[src/rtl/tone_sequencer.sv]
// Step sequencer that plays a table of tone half-periods, one step per
// step_len audio samples, driving the tone generator's mode bits.
module tone_sequencer #(
    parameter int NUM_STEPS = 8,
    parameter int LOOP      = 0,
    localparam int AW       = $clog2(NUM_STEPS)
) (
    input  logic          clk,
    input  logic          reset,
    input  logic          sample_req,
    input  logic          start,
    input  logic          stop,
    input  logic          feedback_en,
    input  logic [15:0]   step_len,
    input  logic          pat_wr,
    input  logic [AW-1:0] pat_addr,
    input  logic [15:0]   pat_data,
    output logic [3:0]    control,
    output logic [15:0]   half_period,
    output logic [AW-1:0] step_idx,
    output logic          busy,
    output logic          done
);

    typedef enum logic [1:0] {
        IDLE,
        PLAY,
        DONE
    } state_t;

    localparam logic [AW-1:0] LAST_STEP = AW'(NUM_STEPS - 1);

    state_t        state_q, state_d;
    logic [15:0]   cnt_q, cnt_d;
    logic [AW-1:0] step_d;
    logic [15:0]   hp_d;
    logic [3:0]    ctrl_d;
    logic          busy_d, done_d;

    logic [15:0]   pat_mem [NUM_STEPS];
    logic [15:0]   eff_len;
    logic [15:0]   last_cnt;
    logic [AW-1:0] nxt_step;
    logic [15:0]   nxt_hp;

    assign eff_len  = (step_len == 16'd0) ? 16'd1 : step_len;
    assign last_cnt = eff_len - 16'd1;
    // Power-of-two table: the increment wraps to step 0 by itself.
    assign nxt_step = step_idx + 1'b1;
    assign nxt_hp   = pat_mem[nxt_step];

    // The table is left out of reset so a pattern survives it.
    always_ff @(posedge clk) begin
        if (pat_wr && state_q == IDLE)
            pat_mem[pat_addr] <= pat_data;
    end

    always_ff @(posedge clk or posedge reset) begin
        if (reset)
            state_q <= IDLE;
        else
            state_q <= state_d;
    end

    always_comb begin
        state_d = state_q;
        cnt_d   = cnt_q;
        step_d  = step_idx;
        hp_d    = half_period;
        ctrl_d  = control;
        busy_d  = busy;
        done_d  = 1'b0;
        if (stop) begin
            state_d = IDLE;
            cnt_d   = 16'd0;
            step_d  = '0;
            hp_d    = 16'd0;
            ctrl_d  = 4'd0;
            busy_d  = 1'b0;
        end else begin
            unique case (state_q)
                IDLE: begin
                    cnt_d  = 16'd0;
                    step_d = '0;
                    hp_d   = 16'd0;
                    ctrl_d = {2'b00, feedback_en, 1'b0};
                    busy_d = 1'b0;
                    if (start) begin
                        state_d = PLAY;
                        hp_d    = pat_mem[0];
                        ctrl_d  = {3'b000, |pat_mem[0]};
                        busy_d  = 1'b1;
                    end
                end
                PLAY: begin
                    if (sample_req) begin
                        if (cnt_q == last_cnt) begin
                            cnt_d = 16'd0;
                            if (step_idx == LAST_STEP && LOOP == 0) begin
                                state_d = DONE;
                                step_d  = '0;
                                hp_d    = 16'd0;
                                ctrl_d  = 4'd0;
                                busy_d  = 1'b0;
                                done_d  = 1'b1;
                            end else begin
                                step_d = nxt_step;
                                hp_d   = nxt_hp;
                                ctrl_d = {3'b000, |nxt_hp};
                            end
                        end else begin
                            cnt_d = cnt_q + 16'd1;
                        end
                    end
                end
                DONE: begin
                    state_d = IDLE;
                    cnt_d   = 16'd0;
                    step_d  = '0;
                    hp_d    = 16'd0;
                    ctrl_d  = {2'b00, feedback_en, 1'b0};
                    busy_d  = 1'b0;
                end
                default: state_d = IDLE;
            endcase
        end
    end

    always_ff @(posedge clk or posedge reset) begin
        if (reset) begin
            cnt_q       <= 16'd0;
            step_idx    <= '0;
            half_period <= 16'd0;
            control     <= 4'd0;
            busy        <= 1'b0;
            done        <= 1'b0;
        end else begin
            cnt_q       <= cnt_d;
            step_idx    <= step_d;
            half_period <= hp_d;
            control     <= ctrl_d;
            busy        <= busy_d;
            done        <= done_d;
        end
    end

endmodule

[config.mk]
export PLATFORM = sky130hd
export DESIGN_NAME = tone_sequencer
export DESIGN_NICKNAME = d
export VERILOG_FILES = /design/src/rtl/tone_sequencer.sv
export SDC_FILE = /design/constraint.sdc
export NUM_CORES = 1
export LEC_CHECK = 0
export ABC_AREA = 1
export CORE_ASPECT_RATIO = 1.2
export CORE_UTILIZATION = 40
export DETAILED_ROUTE_END_ITERATION = 12
export GPL_ROUTABILITY_DRIVEN = 0
export GPL_TIMING_DRIVEN = 0
export PLACE_DENSITY = 0.56
export SLEW_MARGIN = 20
export SYNTH_ARGS = -nofsm -noshare
export SYNTH_HDL_FRONTEND = slang
export SYNTH_SLANG_ARGS = --single-unit
[constraint.sdc]
create_clock -name clk -period 5.6 [get_ports clk]
set_input_delay 1.12 -clock clk [delete_from_list [all_inputs] [get_ports clk]]
set_output_delay 1.12 -clock clk [all_outputs]
set_load 0.005 [all_outputs]
Word level (Yosys, flattened, before mapping)
Memory sizes are Yosys's and may differ from the RTL's.
Index checks and enable logic that the tools add are counted.
{"block": "word_totals", "input_bits": 42, "register_bits": 43, "word_cells": 73, "output_inout_bits": 25, "n_memories": 1, "mem_bits_rw": 128}
{"block": "classes", "reduce_logical": 13, "muxes": 41, "addsub": 3, "n_eq_ne": 8}
{"memory": "pat_mem", "words": 8, "word_bits": 16, "rd": 2, "rd_ports_with_merged_regs": 0, "wr": 1, "line_no": "40", "rtl": "logic [15:0] pat_mem [NUM_STEPS];"}
{"cell": "two-way mux 16 bit", "count": 9}
{"cell": "case mux 16 bit (3 select lines)", "count": 1}
{"cell": "case mux 16 bit (2 select lines)", "count": 1}
{"cell": "OR reduction 16 bit", "count": 2}
{"cell": "adder 16 x 1 -> 16 bit (second input constant)", "count": 1}
{"cell": "== test 16 bit", "count": 1}
{"cell": "logical NOT 16 bit", "count": 1}
{"cell": "subtractor 16 x 1 -> 16 bit (second input constant)", "count": 1}
{"cell": "two-way mux 1 bit", "count": 13}
{"cell": "two-way mux 2 bit", "count": 6}
{"cell": "two-way mux 3 bit", "count": 4}
{"cell": "two-way mux 4 bit", "count": 3}
{"cell": "!= test 3 bit (second input constant)", "count": 4}
{"cell": "case mux 4 bit (3 select lines)", "count": 1}
{"cell": "AND reduction 4 bit", "count": 2}
{"cell": "case mux 3 bit (2 select lines)", "count": 1}
{"cell": "AND reduction 3 bit", "count": 2}
{"cell": "case mux 2 bit (2 select lines)", "count": 1}
{"cell": "nonzero test 4 bit", "count": 1}
{"cell": "adder 3 x 1 -> 3 bit (second input constant)", "count": 1}
{"cell": "== test 3 bit (second input constant)", "count": 1}
{"cell": "case mux 1 bit (3 select lines)", "count": 1}
{"cell": "nonzero test 3 bit", "count": 1}
{"cell": "== test 2 x 1 -> 1 bit (second input constant)", "count": 1}
{"cell": "other kinds (5)", "count": 5}

Longest topological paths before layout
Gate-level depths: netlist (run 1).
{"block": "depth", "word_depth": 8, "depth_mapped": 23, "ltp_nobuf": 22}

Least setup slack after synthesis (run 1)
OpenSTA, ideal clock, no wires.
{"block": "synth_timing", "path_kind": "input to register", "from": "input step_len[0]", "to": "register half_period[0]", "setup_slack_ns": 2.258, "setup_ns": 0.117, "n_path_buf": 1, "t_arrival_ns": 3.225, "t_required_ns": 5.483, "path_stages": 22, "path_cell_list": "nor2_1 nand2_4 nor2_4 nand2_4 nand2_1 inv_1 ha_1 nand2_4 o21ai_0 nand2_1 nand2_1 nand2_1 nand2_1 nor2_1 nand2_1 nor2_4 nand2_4 nand2_8 nand3_4 buf_6 nand2_1 nand2_1"}
{"block": "synth_via", "elab_chain_len": 6}
{"item": "start: declaration", "line_no": "14", "rtl": "input logic [15:0] step_len,"}
{"item": "logical NOT 16 bit", "line_no": "46", "rtl": "assign eff_len = (step_len == 16'd0) ? 16'd1 : step_len;"}
{"item": "two-way mux 16 bit *", "line_no": "46"}
{"item": "subtractor 16 x 1 -> 16 bit *", "line_no": "47", "rtl": "assign last_cnt = eff_len - 16'd1;"}
{"item": "== test 16 bit *", "line_no": "97", "rtl": "if (cnt_q == last_cnt) begin"}
{"item": "!= test 3 bit (no line) *"}
{"item": "AND reduction 3 bit (no line) *"}
{"item": "end signal: assignment", "line_no": "140", "rtl": "half_period <= hp_d;"}
{"item": "end: declaration", "line_no": "19", "rtl": "output logic [15:0] half_period,"}
Every way passes the cells marked *; elsewhere a longest branch is shown, timed or not.
A chain may end at the register's enable or synchronous reset.

Final worst setup path (run 1)
{"block": "layout_timing", "from": "input step_len[4]", "to": "register cnt_q[15]"}
{"block": "layout_via", "elab_chain_len": 8}
{"item": "logical NOT 16 bit", "line_no": "46"}
{"item": "two-way mux 16 bit *", "line_no": "46"}
{"item": "subtractor 16 x 1 -> 16 bit *", "line_no": "47"}
{"item": "== test 16 bit *", "line_no": "97"}
{"item": "two-way mux 16 bit *", "line_no": "97"}
{"item": "two-way mux 16 bit *", "line_no": "96", "rtl": "if (sample_req) begin"}
{"item": "case mux 16 bit (2 select lines) *", "line_no": "81", "rtl": "unique case (state_q)"}
{"item": "two-way mux 16 bit *", "line_no": "73", "rtl": "if (stop) begin"}
{"item": "end signal: assignment", "line_no": "138", "rtl": "cnt_q <= cnt_d;"}
{"item": "end: declaration", "line_no": "34", "rtl": "logic [15:0] cnt_q, cnt_d;"}
Every way passes the cells marked *; elsewhere a longest branch is shown, timed or not. The select of a mux whose other input is x is not followed.

==> summary.md, run 1 <==
| Metric | Value |
|---|---|
| TritonCTS Sinks | 169 |
| CP startpoint kind | primary input |
| Drt wl/cell | between 15 and 20 um |
| R2r startpoint | step_idx[0] |
| Vias | 6428 |
| Clk slew on worst S/H paths | 0.06 ns |
| Worst-skew pair later-pin latency | ~0.43 ns |
| Post-route worst setup slack | 1.72 ns |
| Nets@finish | about 1100 |
| Final core occ | 0.494 |
| Largest net degree at the start of global routing | 34 |
| Period minus WS final | 3.88 ns |
| Status | finished clean |
| Filler cell count | 1937 |
| Hold Startpoint | half_period[8] |
| Final ANT Viol Nets | 0 |
| Largest family of logic cells by synthesized area | simple AND/OR/NAND/NOR gates |
| Maxcap violations | 0 |
| Area of the multi-input gates | 3150 sq um |
| Mux cell area share after synthesis | 0 |
| DIE HEIGHT | 161 um |
| Compound-Gate Fraction of Synth Area | 0.0784 |
| Synthesized cell area | 8450 sq um |
| Yosys top cell area share | 0.455 |
| Worst EP arrival | around 4.2 ns |
| Mapped Cells | 912 |
| CTS Buf Count | 17 |
| Number of global-route vias before repair | approximately 6400 |
| Seq/Total Area, Yosys | 0.576 |
| Worst setup EP type | flop |
| H-tree level count | 4 |
| Postcts setup bufs | 0 |
| Final hold viol count | 0 |
| # IOs | 67 |
| Wire length of the first global-routing pass | 34300 um |
| Dpl hpwl | 16100 um |
| Root buffer cell | clkbuf_16 |
| Hold buffer count at CTS | 0 |
| Synth Area in Simple Gates | 0.249 |
| CTS tree | built |
| Routed wire length | 21600 um |
| Max Freq | 0.258 GHz |
| Tightest Pin Transition | 0.680 ns |
| Vias per cell | 5.02 |
| Core area | 20500 sq um |
| Worst Path Max Fanout | 10 |
| Die W | between 100 and 150 um |
| Synth top area cells | edfxtp_1, dfrtp_1, nand2_1 |
| GR Overflow Total | 0 |
| Post-synthesis xor/xnor area fraction | 0.0305 |
| Hold Crit Class | flop to flop |
| Tot GR Track Use | 0.211 |
| Die Area | about 22000 sq um |
| Drt pass-1 iters | 6 |
| Max Slew Vio Count | 0 |
| Pre-CTS WS | 1.26 ns |
| Pleak | 4.12 nW |
| Most common cell after layout, fill and taps aside | nand2_1 |
| Initial Utilization | 0.413 |
| DRC | 0 |
| Initial antenna violation count | 0 |
| Flops & latches, synth | between 150 and 200 |
| Worst slew margin | 0.547 |
| CP required | 5.91 ns |
| # rows | 57 |
| Final worst-path cycle share | 0.693 |
| Pwr dens | 376 nW/um^2 |
| Synth unique cells | 41 |
| DR iter-0 viols | between 300 and 400 |
| Crit path launch | step_len[4] |
| Most frequent cells in the layout | nand2_1, edfxtp_1, nor2_1 |
| Port Buf Inserts | 64 |
| Peak supply drop | around 220 uV |
| RSZ-0062 raised after global routing | false |
| Post-synthesis adder-cell area fraction | 0.0118 |
| WS Path Type | primary input to flop |
| Yosys warns | 0 |
| Mean area per synthesized cell | 9.27 sq um |
| Storage cell area | 4870 sq um |
| Area growth syn-to-layout | 19.7% |
| Post-cts sizing count | 0 |
| Final setup fails | 0 |
| Bufs on Longest Clock Path | 2 |
| Clock Skew | 0.00905 ns |
| Number of diodes | 0 |
| Share of layout cells above drive strength 1 | 0.0856 |
| Setup_tns | 0 ns |
| Leading area contributor after synthesis | edfxtp_1 |
-- report_power, final --
| group | internal (mW) | switching, mW |
|---|---|---|
| Clock | 0.650 | 0.479 |
| Sequential | 1.46 | 0.0602 |
| Combinational | 0.410 | 0.740 |
| Total | 2.52 | 1.28 |
-- layout make-up --
class / instances / share of cell area
clock inverter: 12 / 0.0125
tap: 265 / 0.0328
timing repair buffer: 73 / 0.0746
inverter: 70 / 0.0260
clock buffer: 18 / 0.0424
sequential: 169 / 0.481
buffer: 43 / 0.0189
multi-input combinational: 631 / 0.312
-- per-layer routing --
layer | track usage | wire [um]
met1 | 0.246 | 8780
met2 | 0.387 | 11500
met3 | 0.0308 | 824
met4 | 0.0812 | 505
met5 | 0 | 0
-- path summary, 6_finish.rpt --
| kind | end | slack [ns] | cells after the start |
|---|---|---|---|
| max | cnt_q[15] | 1.72 | 20 |
| min | half_period[8] | 0.47 | 2 |
| max reg2reg | control[0] | 2.51 | 15 |
| min reg2reg | half_period[8] | 0.47 | 2 |
| max in group asynchronous | half_period[9] | 4.24 | 3 |
| min in group asynchronous | half_period[13] | 0.92 | 2 |
-- state kept, by name, indices dropped and copies added, names as in the netlist --
name and count:
done 1, state_q 2, control 2, pat_mem 128
cnt_q 16, half_period 16, step_idx 3, busy 1
-- kinds of logic (layout without fill, tap and decap cells) --
| logic type | count (synthesis) | count (layout) |
|---|---|---|
| buffers and inverters | 113 | 216 |
| adders and majority gates | 8 | 8 |
| DFF | 169 | 169 |
| and+or+nand+nor | 465 | 465 |
| xor gates and xnor gates | 27 | 27 |
| other | 1 | 2 |
| AOI/OAI and AO/OA | 129 | 129 |
-- synth_stat cells --
cell	number
conb_1	1
clkinv_1	2
o211ai_1	2
nor2_4	9
xnor2_1	7
nand3b_1	4
nor2_2	5
nand2_2	5
o41ai_1	1
a22oi_1	1
o22ai_1	3
o21ai_0	103
nand2_1	216
buf_1	1
and2_1	1
o21ai_1	2
nand2_4	5
inv_2	2
nor2_1	127
or2_2	2
a21oi_1	16
o31ai_1	1
nand3b_4	1
nor4_1	1
dfrtp_1	41
nor3_1	7
edfxtp_1	128
inv_1	66
nand2_8	1
xnor3_1	1
nand3_4	1
nand4_1	36
xor2_2	1
buf_4	4
xor2_1	18
ha_1	8
clkbuf_1	31
nand3_2	1
nand3_1	43
buf_2	6
buf_6	1
-- through the flow --
step | area [sq um] | cells | hold WS [ns] | power (mW)
floorplan | 8460 | 913 | 0.464 | 2.22
global placement | 9430 | 1242 | 0.457 | 2.69
detailed placement | 9560 | 1251 | 0.462 | 2.71
CTS | 10100 | 1281 | 0.478 | 3.83
global route | 10100 | 1281 | 0.501 | 4.02
finish | 10100 | 1281 | 0.474 | 3.80
-- worst max-delay path: stages --
cell and delay [ns]:
clkdlybuf4s50_1 0.63, nor2_4 0.09, nand2_4 0.12, nor2_4 0.05, nand2_4 0.13, nand2_1 0.08, inv_1 0.06, ha_1 0.26
nand2_4 0.13, o21ai_0 0.24, nand2_1 0.15, a22oi_1 0.16, nand3_1 0.09, nor2_1 0.14, nand3_1 0.10, nor2_1 0.11
nand2_1 0.15, buf_2 0.23, nand3_1 0.09, nand2_1 0.05
Power figures use the tool's default switching activity.
==> run 2, diff against run 1 <==
- PLACE_DENSITY: 0.56 -> 0.59
- clock period: 5.6 -> 3.5 ns (I/O delays scaled with it)
==> run 2 against run 1 <==
  * Wire length decreased by 0.73%
  * Clock skew decreased by 0.00094 ns
  * Core utilization increased by 0.28 points
  * Global-route usage decreased by 0.12 points
  * Worst hold slack got worse by 0.0028 ns
  * Final cell count increased by 0.23%
  * Critical path depth increased by 1
  * Largest power group unchanged
  * Cell area increased by 0.57%
  * Largest cell class unchanged
  * Combinational power increased by 63%
  * Critical endpoint is now cnt_q[8]
  * Setup slack got worse by 1.5 ns
==> summary.md, run 2 (same netlist as run 1, synthesis figures left out) <==
| Metric | Value |
|---|---|
| Status | finished clean |
| Tot GR Track Use | 0.210 (-0.00116) |
| Most frequent cells in the layout | nand2_1, edfxtp_1, nor2_1 |
| Pwr dens | 598 nW/um^2 (+59%) |
| Final ANT Viol Nets | 0 (unchanged) |
| Most common cell after layout, fill and taps aside | nand2_1 |
| Largest register by flop count | pat_mem |
| Count of placed standard cells including taps | 1251 (unchanged) |
| Number of global-route vias before repair | 6422 (+0.74%) |
| Initial antenna violation count | 0 (unchanged) |
| Final hold viol count | 0 (unchanged) |
| Largest net degree at the start of global routing | 34 (unchanged) |
| Setup_tns | 0 ns (unchanged) |
| Clock Power Share | 0.291 (-0.006) |
| Die Area | 21700 sq um (unchanged) |
| Nets@finish | 1056 (+0.095%) |
| Vias per cell | 5.02 (about the same) |
| Core area | 20500 sq um (unchanged) |
| Port Buf Inserts | 64 (unchanged) |
| Slowest stage delay, CP | 0.50 ns (-0.13 ns) |
| Vias | 6449 (+0.33%) |
| Number of stages on the worst hold path | 2 (unchanged) |
| Bufs on Longest Clock Path | 2 (unchanged) |
| Clock Skew | 0.00811 ns (-0.000938 ns) |
| Worst Path Max Fanout | 10 (unchanged) |
| WHS | 0.471 ns (-0.00276 ns) |
| CP startpoint kind | primary input |
| Final std cells w/o fill | 1284 (+0.23%) |
| Pleak | 4.17 nW (+1.4%) |
| Power Total | 6.09 mW (+60%) |
| TritonCTS Sinks | 169 (unchanged) |
| Largest regs | pat_mem x128, cnt_q x16, half_period x16 |
| Sequential share of power | 0.400 (about the same) |
| Post-route worst setup slack | 0.269 ns (-1.45 ns) |
| H-tree level count | 4 (unchanged) |
| DIE HEIGHT | 161 um (unchanged) |
| Worst EP arrival | 3.55 ns (-0.64 ns) |
| Critical path cell sequence | clkdlybuf4s50_1 > nor2_2 > nand2_1 > nor2_2 > nand2_4 > nand2_1 > inv_1 > ha_2 > nand2_4 > nor2_4 > nand2_1 > nand2_1 > a22oi_1 > nand3_1 > nor2_1 > nand3_1 > nor2_1 > nand2_2 > clkbuf_4 > nand3_1 > nand2_1 |
| Slowest-stage cell, CP | clkdlybuf4s50_1 |
| Dpl hpwl | 15800 um (-1.6%) |
| # rows | 57 (unchanged) |
| # IOs | 67 (unchanged) |
| Drt pass-1 iters | 5 (-1) |
| Worst slew margin | 0.570 (+0.0234) |
| Pre-CTS WS | -0.390 ns (-1.65 ns) |
| Max Freq | approximately 0.31 GHz |
| R2r startpoint | step_idx[0] |
| CP required | 3.82 ns (-2.09 ns) |
| Die W | 135 um (unchanged) |
| Hold Crit Class | flop to flop |
| Initial Utilization | 0.413 (unchanged) |
| R2R Setup Slk | 0.38 ns (-2.13 ns) |
| CP top delay family | simple AND/OR/NAND/NOR gates |
| DRC | 0 (unchanged) |
| NetSw | 2.13 mW (+67%) |
| Wire length of the first global-routing pass | 34000 um (-0.82%) |
| Worst path most repeated cell | nand2_1 |
| Cell-internal power | 3.96 mW (+57%) |
| DR iter-0 viols | 408 (+12%) |
| Share of layout cells above drive strength 1 | 0.0962 (+0.0105) |
| WS Path Type | primary input to flop |
| Hold buffer count at CTS | 0 (unchanged) |
| Routed wire length | 21500 um (-0.73%) |
| Worst setup EP type | flop |
| Max Slew Vio Count | 0 (unchanged) |
| GR Overflow Total | 0 (unchanged) |
| Max FFs per register | 128 (unchanged) |
| Clk slew on worst S/H paths | 0.07 ns (about the same) |
| Hold Path Sink | control[1] |
| Root buffer cell | clkbuf_16 |
| Hold Startpoint | control[1] |
| Final worst-path cycle share | 0.923 |
| CTS tree | built |
| R2r endpoint | control[0] |
| Final setup fails | 0 (unchanged) |
| Maxcap violations | 0 (unchanged) |
| Number of diodes | 0 (unchanged) |
| Peak supply drop | 347 uV (+54%) |
| CTS Buf Count | 17 (unchanged) |
| Comb pwr share | 0.308 (+0.005) |
| Drt wl/cell | 16.7 um (-0.96%) |
| Buffer and inverter count on the worst path | 3 (unchanged) |
| Cell count of the worst reg-to-reg path | 15 (unchanged) |
| Period minus WS final | 3.23 ns |
| Area growth syn-to-layout | 20.4% |
| Worst-skew pair later-pin latency | 0.43 ns (about the same) |
| Tightest Pin Transition | 0.645 ns (-0.0351 ns) |
| Switching Fraction | 0.350 (+0.0137) |
run 2: cell types whose count changed in the layout (fill, tap and decap cells not counted), moves of 2 or more:
cell	delta
inv_8	+3
clkinv_1	-3
dlymetal6s2s_1	+5
clkinv_4	-2
clkinvlp_4	+2
inv_6	+3
nor2_1	-2
bufinv_16	-2
clkdlybuf4s50_1	-5
run 2: power groups by stage:
| stage | Combinational [mW] | Clock [mW] | Sequential [mW] |
|---|---|---|---|
| 2_1_floorplan | 1.10 | 0 | 2.46 |
| 3_5_place_dp | 1.84 | 0 | 2.48 |
| 3_3_place_gp | 1.81 | 0 | 2.48 |
| 6_report | 1.88 | 1.77 | 2.44 |
| 5_1_grt | 2.12 | 1.89 | 2.46 |
| 4_1_cts | 1.85 | 1.80 | 2.44 |
run 2: repair_timing:
item                       in CTS  in global routing
setup endpoints to repair       0                 38
gates resized for setup         0                 12
setup buffers                   0                  1
run 2: final cells by class:
class,count,area (sq um)
Sequential cell,169,4870
Fill cell,1947,10300
Clock buffer,17,425
Clock inverter,15,134
Inverter,70,263
Tap cell,265,332
Timing Repair Buffer,74,791
Buffer,43,194
Multi-Input combinational cell,631,3170
run 2: metal layers:
metal | GRT usage | vias to the layer above | share of wire
met5 | 0 | - | 0
li1 | - | 3243 | -
met1 | 0.246 | 3001 | 0.41
met3 | 0.0323 | 40 | 0.036
met2 | 0.385 | 165 | 0.53
met4 | 0.0735 | 0 | 0.025
run 2: through the flow:
| step | cell area (sq um) | utilization |
|---|---|---|
| global placement | 9430 | 0.461 |
| floorplan | 8460 | - |
| finish | 10200 | 0.497 |
| detailed placement | 9570 | 0.467 |
| CTS | 10100 | 0.495 |
| global route | 10200 | 0.497 |
run 2: worst max-delay path by stage:
stage	endpoint	start	cells past startpoint
floorplan	half_period[0]	step_len[0]	22
finish	cnt_q[8]	step_len[12]	21
CTS	half_period[11]	step_len[4]	23
global route	cnt_q[7]	step_len[12]	21
detailed placement	cnt_q[1]	step_len[4]	20
global placement	half_period[15]	step_len[4]	23
run 2: tightest hold or removal path, cell delays in order, from the launching register on:
cell,delay (ns)
dfrtp_1,0.34
nand2_1,0.05
nand2_1,0.04
